### src/rtl/led_on_pkg.sv
// rtl/led_on_pkg.sv - shared defaults and types for the led_on LED driver
package led_on_pkg;

  localparam int LED_SYNC_STAGES_DEF = 2;
  localparam int LED_DEBOUNCE_DEF    = 4;
  localparam int LED_PWM_BITS_DEF    = 8;

  typedef logic [15:0] db_cnt_t;

endpackage

### src/rtl/led_on_debounce.sv
// rtl/led_on_debounce.sv - on_in synchroniser plus debounce, produces on_state
module led_on_debounce
  import led_on_pkg::*;
#(
  parameter int SYNC_STAGES     = LED_SYNC_STAGES_DEF,
  parameter int DEBOUNCE_CYCLES = LED_DEBOUNCE_DEF
) (
  input  logic clk,
  input  logic rst_n,
  input  logic on_in,
  output logic on_state
);

  localparam db_cnt_t DB_LAST = db_cnt_t'(DEBOUNCE_CYCLES - 1);

  logic [SYNC_STAGES-1:0] sync_q;
  logic                   sync_req;
  db_cnt_t                db_cnt;

  assign sync_req = sync_q[SYNC_STAGES-1];

  // Shift the asynchronous request through the synchroniser chain.
  always_ff @(posedge clk or negedge rst_n) begin
    if (!rst_n) begin
      sync_q <= '0;
    end else begin
      sync_q <= {sync_q[SYNC_STAGES-2:0], on_in};
    end
  end

  // Accept a new level only after it has differed from on_state for DEBOUNCE_CYCLES clocks.
  always_ff @(posedge clk or negedge rst_n) begin
    if (!rst_n) begin
      db_cnt   <= '0;
      on_state <= 1'b0;
    end else if (sync_req == on_state) begin
      db_cnt <= '0;
    end else if (db_cnt == DB_LAST) begin
      on_state <= sync_req;
      db_cnt   <= '0;
    end else begin
      db_cnt <= db_cnt + 16'd1;
    end
  end

endmodule

### src/rtl/led_on.sv
// rtl/led_on.sv - single LED driver; PWM dimming built when LED_ON_PWM_EN is defined
module led_on
  import led_on_pkg::*;
#(
  parameter int SYNC_STAGES     = LED_SYNC_STAGES_DEF,
  parameter int DEBOUNCE_CYCLES = LED_DEBOUNCE_DEF,
  parameter int PWM_BITS        = LED_PWM_BITS_DEF
) (
  input  logic                clk,
  input  logic                rst_n,
  input  logic                on_in,
  input  logic [PWM_BITS-1:0] duty,
  output logic                out,
  output logic                on_state
);

  led_on_debounce #(
    .SYNC_STAGES     (SYNC_STAGES),
    .DEBOUNCE_CYCLES (DEBOUNCE_CYCLES)
  ) u_debounce (
    .clk      (clk),
    .rst_n    (rst_n),
    .on_in    (on_in),
    .on_state (on_state)
  );

`ifdef LED_ON_PWM_EN

  logic [PWM_BITS-1:0] pwm_cnt;
  logic [PWM_BITS-1:0] duty_q;

  // Free-run the period counter only while lit; duty is sampled at each period start.
  always_ff @(posedge clk or negedge rst_n) begin
    if (!rst_n) begin
      pwm_cnt <= '0;
      duty_q  <= '0;
    end else begin
      if (!on_state) begin
        pwm_cnt <= '0;
      end else begin
        pwm_cnt <= pwm_cnt + PWM_BITS'(1);
      end
      if (pwm_cnt == '0) begin
        duty_q <= duty;
      end
    end
  end

  // Registered dimmed drive; on_state low forces the LED off on the next edge.
  always_ff @(posedge clk or negedge rst_n) begin
    if (!rst_n) begin
      out <= 1'b0;
    end else begin
      out <= on_state && (pwm_cnt < duty_q);
    end
  end

`else

  logic unused_duty;
  assign unused_duty = ^duty;

  // Registered full-brightness drive.
  always_ff @(posedge clk or negedge rst_n) begin
    if (!rst_n) begin
      out <= 1'b0;
    end else begin
      out <= on_state;
    end
  end

`endif

endmodule

### config.mk
export PLATFORM = sky130hd
export DESIGN_NAME = led_on
export DESIGN_NICKNAME = d
export VERILOG_FILES = /design/src/rtl/led_on_pkg.sv /design/src/rtl/led_on_debounce.sv /design/src/rtl/led_on.sv
export SDC_FILE = /design/constraint.sdc
export NUM_CORES = 1
export LEC_CHECK = 0
export BUFFER_PORTS_ARGS = -buffer_cell sky130_fd_sc_hd__buf_4
export CELL_PAD_IN_SITES_DETAIL_PLACEMENT = 0
export CELL_PAD_IN_SITES_GLOBAL_PLACEMENT = 1
export CORE_UTILIZATION = 35
export DETAILED_ROUTE_END_ITERATION = 7
export HOLD_SLACK_MARGIN = 0.02
export PLACE_DENSITY = 0.64
export RECOVER_POWER = 25
export SETUP_SLACK_MARGIN = 0.05
export SLEW_MARGIN = 0
export SYNTH_ARGS = -nofsm -noshare
export SYNTH_HDL_FRONTEND = slang
export SYNTH_HIERARCHICAL = 1
export SYNTH_SLANG_ARGS = --single-unit
### constraint.sdc
create_clock -name clk -period 3.6 [get_ports clk]
set_input_delay 0.36 -clock clk [delete_from_list [all_inputs] [get_ports clk]]
set_output_delay 0.36 -clock clk [all_outputs]
set_load 0.02 [all_outputs]
==> results.md <==
- HP Start: on_in
- Most frequent cell after synthesis: dfrtp_1
- RSZ-0062 raised after global routing: no
- First-pass GRT wire length: 3091 um
- Fillers: approximately 260
- Vias/cell: 4.864
- N_diodes: 0
- Final WL: 1662 um
- Yosys cell types: 24
- H-tree depth: 1
- Total GRT Usage: 0.1515
- Worst EP arrival: 1870 ps
- Synth Cell Area: 975.9 um^2
- Setup crit start kind: flip-flop
- Clk slew on worst S/H paths: 120 ps
- Vias after detailed routing: 608
- Fin. max-slew vios: 0
- Worst-Margin Slew: about 1100 ps
- Setup_tns: 0 ps
- HP Class: input port to flip-flop
- Lkg Pwr: approximately 0.43 nW
- Post-synth EDFFs: 0
- Vias in the first global route: 656
- Final core utilization: 0.4223
- Top Ports: 13
- Largest net degree at the start of global routing: 21
- Crit path cell chain: nor4_1 > nand4_1 > nand2_2 > nor2_1
- # setup viols final: 0
- Clock latency on the worst-skew pair: 300 ps
- Layout Nets: 108
- Critical path class: flip-flop to flip-flop
- R2r startpoint: u_debounce/db_cnt[6]
- Final hold viol count: 0
- Rows: 18
- Gpl congestion: 0.7304
- DRT Pass-1 Iters: 4
- Met2 Use GR: 0.2289
- Pwr per Cell Area: around 480 nW/um^2
- Post-CTS Resized: 0
- Seq cells post-synth: 20
- Top post-synthesis cells by count: dfrtp_1 (20), nor2_1 (14), xnor2_1 (11)
- Final cycle utilization of the critical path: 0.4666
- Final Critical Period: 1680 ps
- Initial antenna violation count: 0
- Worst path slowest cell: dfrtp_1
- Syn Nets: 99
- Area share of the largest cell type after synthesis: 0.5128
- DP Wirelength: 1104 um
- M1 GR Usage: 0.1952
- WL/cell: 13.30 um
- Longest Clk Path Bufs: 2
- Clock skew: 3.843 ps
- Cell taking the most area after synthesis: dfrtp_1
- Hold Crit Depth: 1
- Sequential area share after synthesis: 0.5128
- WHS Endpoint: u_debounce/sync_q[0]
- Die Y: 54.81 um
- Die area: 3004 um^2
- CTS root buffer: clkbuf_4
- Max_cap viols: 0
- Post-detailed-route count of antenna-violating nets: 0
- Placeable Area: 2545 um^2
- Crit Path Max Fanout: 15
- Final Total Pwr: 515.4 uW
- Top_reg_cell synth: dfrtp_1
- Die width: roughly 55 um
- Starting Density: 0.3835
- Mean post-synth cell area: 11.22 um^2
- Top Usage Layer GRT: met2
- Syn Inst Count: 87
- CTS tree: built
- R2r setup slk: 1920 ps
- Slowest stage delay, CP: 490 ps
- Synth-to-Final Area Change: 10.13%
- PortBufs: 4
- Fmax: slightly below 0.6 GHz
- Remaining routing DRC violations: 0
- Post-synth ARST share: 1.000
- Peak VDD IR: approximately 0.00038 V
- M3 GR Usage: 0.05833
- Drt initial violations: 11
- Area contributors post-synth: dfrtp_1 (51%), xnor2_1 (9.9%), nor2_1 (5.4%)
- Yosys warnings: 6
- Status: finished, final reports clean
- Gr ovfl total: 0
- Critical Path RT: between 3000 and 4000 ps
- TritonCTS buffer count: 3
- Max_slew headroom: 0.2667
- Reg2reg path depth: 4
- CP Capture Type: flip-flop
- Layout cells sized above 1: 0.2105
- Clock Sinks: 20
- Worst R2R End: u_debounce/db_cnt[5]
power breakdown:
| part | switching [mW] | leakage, nW | internal (mW) | total (mW) |
|---|---|---|---|---|
| Combinational | 0.0744 | 0.136 | 0.0388 | 0.113 |
| Clock | 0.0710 | 0.0210 | 0.0617 | 0.133 |
| Sequential | 0.0204 | 0.269 | 0.249 | 0.270 |
flip-flops by register name, summed over array words and instances, names as in the netlist:
name,count
u_debounce/db_cnt,16
out,1
u_debounce/on_state,1
u_debounce/sync_q,2
per-stage QoR:
step           area [um^2]  worst slack [ps]  hold WS [ps]  cells
2_1_floorplan        975.9              2172         64.41     87
3_3_place_gp          1032              1912         254.0    120
3_5_place_dp          1032              1906         259.1    120
4_1_cts               1079              1883         136.4    125
5_1_grt               1075              1722         145.9    125
6_report              1075              1920         173.7    125
cells by family (layout without fill, tap and decap cells):
| group | count (synthesis) | in the layout | synth area share |
|---|---|---|---|
| mux | 1 | 1 | 0.01154 |
| xor+xnor | 14 | 14 | 0.1256 |
| simple gates | 45 | 45 | 0.3000 |
| buf+inv | 4 | 12 | 0.02308 |
| flops | 20 | 20 | 0.5128 |
| fa+ha+maj | 1 | 1 | 0.01282 |
| compound gates | 2 | 2 | 0.01410 |
cell type report:
cell class	instances	area, um^2	share of cell area
Clock buffer	4	36.28	0.03376
Sequential cell	20	500.5	0.4657
Timing Repair Buffer	5	36.28	0.03376
Tap cell	30	37.54	0.03492
Multi-Input combinational cell	63	452.9	0.4214
Inverter	3	11.26	0.01048
cell usage in the layout, fill, tap and decap left out:
cell type / synthesis / final
and3_1: 1 / 1
nor2_1: 14 / 14
nand2_2: 1 / 1
nor4b_1: 1 / 1
nor4_2: 3 / 3
mux2_1: 1 / 1
ha_1: 1 / 1
nand2_1: 4 / 4
dfrtp_1: 20 / 20
nor4_4: 1 / 1
nor2_2: 4 / 4
clkbuf_1: 0 / 1
nand4_1: 3 / 3
clkbuf_8: 0 / 1
nand3_2: 1 / 1
a21oi_1: 1 / 1
nand3_1: 3 / 3
nand3_4: 1 / 1
nor3_1: 5 / 5
inv_1: 3 / 3
a31o_2: 1 / 1
buf_4: 0 / 2
nand4_4: 1 / 1
clkbuf_4: 0 / 4
nor4_1: 2 / 2
xor2_1: 3 / 3
dlygate4sd3_1: 0 / 1
xnor2_1: 11 / 11
worst max path at each step:
stage | endpoint | start | depth (start not counted) | slack (ps)
after detailed placement | u_debounce/db_cnt[2] | u_debounce/db_cnt[0] | 5 | 1910
after CTS | u_debounce/db_cnt[5] | u_debounce/db_cnt[0] | 5 | 1880
after global routing | u_debounce/db_cnt[4] | u_debounce/db_cnt[0] | 5 | 1720
after global placement | u_debounce/db_cnt[6] | u_debounce/db_cnt[0] | 5 | 1910
after floorplan | u_debounce/on_state | u_debounce/db_cnt[0] | 4 | 2170
final | u_debounce/db_cnt[5] | u_debounce/db_cnt[6] | 4 | 1920
critical path: cells and delay by family (launching register included):
| kind | cells | cell delay [ps] |
|---|---|---|
| and+or+nand+nor | 4 | 1080 |
| DFF | 1 | 490 |
metal layers:
layer	wire length, um	vias up
met5	0	-
met4	25	0
met3	48	4
met2	696	9
met1	891	281
li1	-	314
what timing repair did:
action | 4_1_cts | 5_1_grt
hold buffers | 1 | 0
setup buffers | 0 | 0
endpoints found under the hold margin | 20 | 0
(Power assumes the default switching activity.)
